**config.mk**
```make
export PLATFORM = sky130hd
export DESIGN_NAME = fir4_inv_u
export DESIGN_NICKNAME = d
export VERILOG_FILES = /design/src/rtl/fir4_pkg.sv /design/src/rtl/fir4_hist.sv /design/src/rtl/fir4_inv_u.sv
export SDC_FILE = /design/constraint.sdc
export NUM_CORES = 1
export LEC_CHECK = 0
export ABC_AREA = 1
export CAP_MARGIN = 20
export CELL_PAD_IN_SITES_DETAIL_PLACEMENT = 1
export CELL_PAD_IN_SITES_GLOBAL_PLACEMENT = 1
export CORE_ASPECT_RATIO = 1.25
export CORE_UTILIZATION = 46
export CTS_CLUSTER_DIAMETER = 120
export DETAILED_ROUTE_END_ITERATION = 10
export PLACE_DENSITY_LB_ADDON = 0.2
export RECOVER_POWER = 50
export SLEW_MARGIN = 20
export SYNTH_ARGS = -nofsm -noshare
export SYNTH_HDL_FRONTEND = slang
export SYNTH_SLANG_ARGS = --single-unit
```
**constraint.sdc**
```tcl
create_clock -name clk -period 5.9 [get_ports clk]
set_input_delay 0.885 -clock clk [delete_from_list [all_inputs] [get_ports clk]]
set_output_delay 0.885 -clock clk [all_outputs]
set_load 0.02 [all_outputs]
```
**src/rtl/fir4_pkg.sv**
```systemverilog
// fir4_pkg: shared types, widths and sign-extension helper for the fir4 family
package fir4_pkg;
  localparam int TAPS = 4;
  localparam int W = 16;
  localparam int SW = W + 2;
  localparam int DW = W + 3;
  typedef enum logic [1:0] {IDLE, RUN, ERR} state_t;
  function automatic logic [63:0] sext(input logic [63:0] v, input int n);
    logic [63:0] r;
    for (int i = 0; i < 64; i++) r[i] = (i < n) ? v[i] : v[n-1];
    return r;
  endfunction
endpackage

```
**src/rtl/fir4_hist.sv**
```systemverilog
// fir4_hist: TAPS-deep w-bit shift register with enable and sync clear; ports clk, reset, en, d in, tap3 = oldest entry out
module fir4_hist import fir4_pkg::*; #(parameter int w = W) (
  input  logic         clk,
  input  logic         reset,
  input  logic         en,
  input  logic [w-1:0] d,
  output logic [w-1:0] tap3
);
  logic [w-1:0] h [TAPS];
  always_ff @(posedge clk)
    if (reset) h <= '{default: '0};
    else if (en) begin
      for (int i = TAPS - 1; i > 0; i--) h[i] <= h[i-1];
      h[0] <= d;
    end
  assign tap3 = h[TAPS-1];
endmodule

```
**src/rtl/fir4_inv_u.sv**
```systemverilog
// fir4_inv_u: rebuilds w-bit samples from a 4-tap moving-sum stream; ports clk, reset, s_in/s_valid in, a_out/a_valid/err/cnt out
module fir4_inv_u import fir4_pkg::*; #(parameter int w = W) (
  input  logic           clk,
  input  logic           reset,
  input  logic [w+1:0]   s_in,
  input  logic           s_valid,
  output logic [w-1:0]   a_out,
  output logic           a_valid,
  output logic           err,
  output logic [7:0]     cnt
);
  localparam int sw = w + 2;
  localparam int dw = w + 3;
  logic [sw-1:0] s_prev;
  logic [w-1:0]  h3;
  logic [dw-1:0] d, x;
  logic          ovf;
  state_t        state, nxt;
  fir4_hist #(.w(w)) u_hist (
    .clk(clk), .reset(reset), .en(s_valid), .d(x[w-1:0]), .tap3(h3)
  );
  always_comb begin
    d = dw'(sext(64'(s_in), sw)) - dw'(sext(64'(s_prev), sw));
    x = d + dw'(sext(64'(h3), w));
    // in range only when every bit above the w-bit sign bit matches it
    ovf = !(&x[dw-1:w-1] || ~|x[dw-1:w-1]);
  end
  always_ff @(posedge clk)
    if (reset) state <= IDLE;
    else state <= nxt;
  always_comb nxt = !s_valid ? state : ovf ? ERR : (state == IDLE) ? RUN : state;
  always_comb err = (state == ERR);
  always_ff @(posedge clk)
    if (reset) begin
      s_prev  <= '0;
      a_out   <= '0;
      a_valid <= 1'b0;
      cnt     <= '0;
    end else begin
      a_valid <= s_valid;
      if (s_valid) begin
        s_prev <= s_in;
        a_out  <= x[w-1:0];
        cnt    <= cnt + {7'd0, cnt != 8'hFF};
      end
    end
endmodule

```
==> impl_metrics.yaml <==
critical_path:
  cp_num_buf_inv: 4
  max_stage_delay_ns: 0.87
  critPathTopFamily: "buffers and inverters"
  cp-end-kind: "flip-flop"
  cp-startpoint: "reset"
  startpoint_type: "input port"
  crit_path_cell_trace: "dlygate4sd3_1 -> clkbuf_1 -> inv_1 -> buf_4 -> o21ai_0 -> a21oi_1"
  arrival_ns: 3.69
  critical_path_class: "in -> reg"
  required_ns: 6.09
  crit_fanout: 52
  cpMaxStageDelayCell: "clkbuf_1"
  r2r-start: "u_hist.tap3[15]"
  r2r_setup_slack_ns: 3.23
sta:
  period_minus_slack_ns: 3.505
  fin_crit_sh: 0.5941
  rsz0062_at_grt: "no"
  worstMarginPinSlew_ns: 1.178
  hold_viol: 0
  skew_ns: 0.009858
  tns_ns: 0
  drv_slew: 0
  relSlewSlack: 0.2148
  fmax_ghz: 0.2853
  final-setup-viol-count: 0
route:
  drtPass1Iterations: 5
  ant_nets: 0
  via_per_inst: 5.137
  totalWireLength_mm: 12.93
  drt_iter0_markers: 136
  routed-via-count: 4423
  drc: 0
  wire_per_inst_um: 15.01
place:
  place.port_buffers: 46
  place_hpwl_mm: 9.324
  place.gp.congestion: 0.8697
yosys:
  syn-num-nets: 768
  synth_top_area_share: 0.3611
  synth.avg_cell_area_um2: 7.283
  synth-edff-count: 0
  synth.most_common_cell: "inv_1"
  synth_warnings: 0
  synth-main-ff-cell: "dfxtp_1"
  synth_area_leaders: "dfxtp_1 (36%), inv_1 (9.1%), o21ai_0 (8.5%), fa_1 (7.0%), nand2_1 (6.6%)"
  ys_seq_area_frac: 0.3611
  synthArstFlopShare: 0
  syn_area_um2: 5156
  synth_common_cells: "inv_1 (125), dfxtp_1 (93), nand2_1 (90)"
  synth_seq_cells: 93
  synth_cells: 708
  netlist-cell-type-count: 29
  post-synth-top-area-cell: "dfxtp_1"
cts:
  cts_tree: "built"
  cts.sinks: 93
  ctsHoldBuffers: 0
  clock_latency_ns: 0.36
  cts_resized: 0
  cts_setup_buffers: 0
  root_buffer: "clkbuf_16"
  clk_pin_slew_worst_paths_ns: 0.07
  htreeDepth: 3
  clock_path_buffers: 2
  cts_made_buffers: 9
grt:
  grt_pass1_vias: 4696
  grt_max_degree: 96
  grt.total_usage: 0.2371
  grt_antenna_before_repair: 0
  grt_pass1_wl_mm: 22.12
  overflow: 0
status:
  status: "finished clean"
cells_and_area:
  layout-drive-gt1-share: 0.07956
  n_antenna_cell: 0
  fin_nets: 784
  ff_latch_area_um2: 1862
  fillCellCount: 1372
  multiInputGateArea_um2: 2567
  syn_to_final_growth_pct: 13.90
die:
  core_area_um2: 10770
  die_h_um: 120.4
  rows: 42
  dieWidth_um: 96.70
  dieArea_um2: 11640
  io_pins: 47
  initial_core_util: 0.4786
pwr:
  power_uw: 1936
  leakagePower_uw: 0.002873
  power_density_nw_per_um2: 329.6
  ir_drop_mv: 0.2064
hold_path:
  hold_class: "reg -> reg"
  hold_start: "u_hist.tap3[0]"
run:
  maxCapViolCount: 0
==> cell families (layout without fill, tap and decap cells) <==
group,Yosys count,after routing,synth area share
compound gates,164,164,0.1655
flops,93,93,0.3611
xor+xnor,13,13,0.02208
simple gates,223,223,0.1895
buf+inv,176,197,0.1410
fa+ha+maj,39,39,0.1208
==> worst paths after layout <==
check | to | cells past startpoint
worst max-delay path | s_prev[12] | 6
worst min register to register | u_hist.tap3[0] | 2
worst max register to register | state[1] | 16
worst min-delay path | u_hist.tap3[0] | 2
==> worst min-delay path, stage by stage, from the launching register on <==
cell	delay, ns
dfxtp_1	0.30
inv_1	0.06
a21oi_1	0.06
==> per-layer routing <==
layer | up-vias | share of wire | GRT usage
met5 | - | 0 | 0
met4 | 0 | 0.024 | 0.09049
met3 | 22 | 0.024 | 0.04740
met2 | 51 | 0.52 | 0.4305
met1 | 2123 | 0.44 | 0.2732
li1 | 2227 | - | -
==> flip-flops by register name (all words and copies together), names as in the netlist <==
name         count
u_hist.h        32
a_out           16
s_prev          18
cnt              8
a_valid          1
u_hist.tap3     16
state            2
==> cell type report <==
type                       count  share of cell area
inverter                     131             0.08372
timing repair buffer          50             0.08202
sequential                    93              0.3170
clock inverter                 7             0.01363
tap                          132             0.02812
clock buffer                   9             0.03835
multi-input combinational    439              0.4372
==> layout by cell type (no fill, tap or decap), drive strengths merged, types with 2 or more instances in the layout <==
master	Yosys	layout
inv	130	135
or2	2	2
dfxtp	93	93
nor3	8	8
xnor2	4	4
ha	21	21
buf	21	4
a31oi	2	2
clkdlybuf4s50	0	17
nand2	103	103
fa	18	18
o21ai	88	88
nor2	82	82
a21oi	71	71
nand3	26	26
clkbuf	24	10
dlygate4sd3	0	28
xor2	9	9
o211ai	3	3
==> per-stage QoR <==
stage | cells | util | cell area [µm²] | setup slack (ns) | hold WS (ns)
after floorplan | 708 | - | 5156 | 2.963 | 0.4365
after global placement | 845 | 0.5172 | 5572 | 2.264 | 0.4478
after detailed placement | 845 | 0.5172 | 5572 | 2.163 | 0.4556
after CTS | 861 | 0.5455 | 5877 | 2.537 | 0.4664
after global routing | 861 | 0.5452 | 5873 | 2.207 | 0.4846
final | 861 | 0.5452 | 5873 | 2.395 | 0.4673
==> power breakdown <==
| group | total, µW | leakage [µW] | switching (µW) | internal (µW) |
|---|---|---|---|---|
| clock network | 606 | 0.000149 | 270 | 335 |
| registers | 709 | 0.000770 | 28.5 | 681 |
| logic | 621 | 0.00195 | 401 | 220 |
Power figures use the tool's default switching activity.
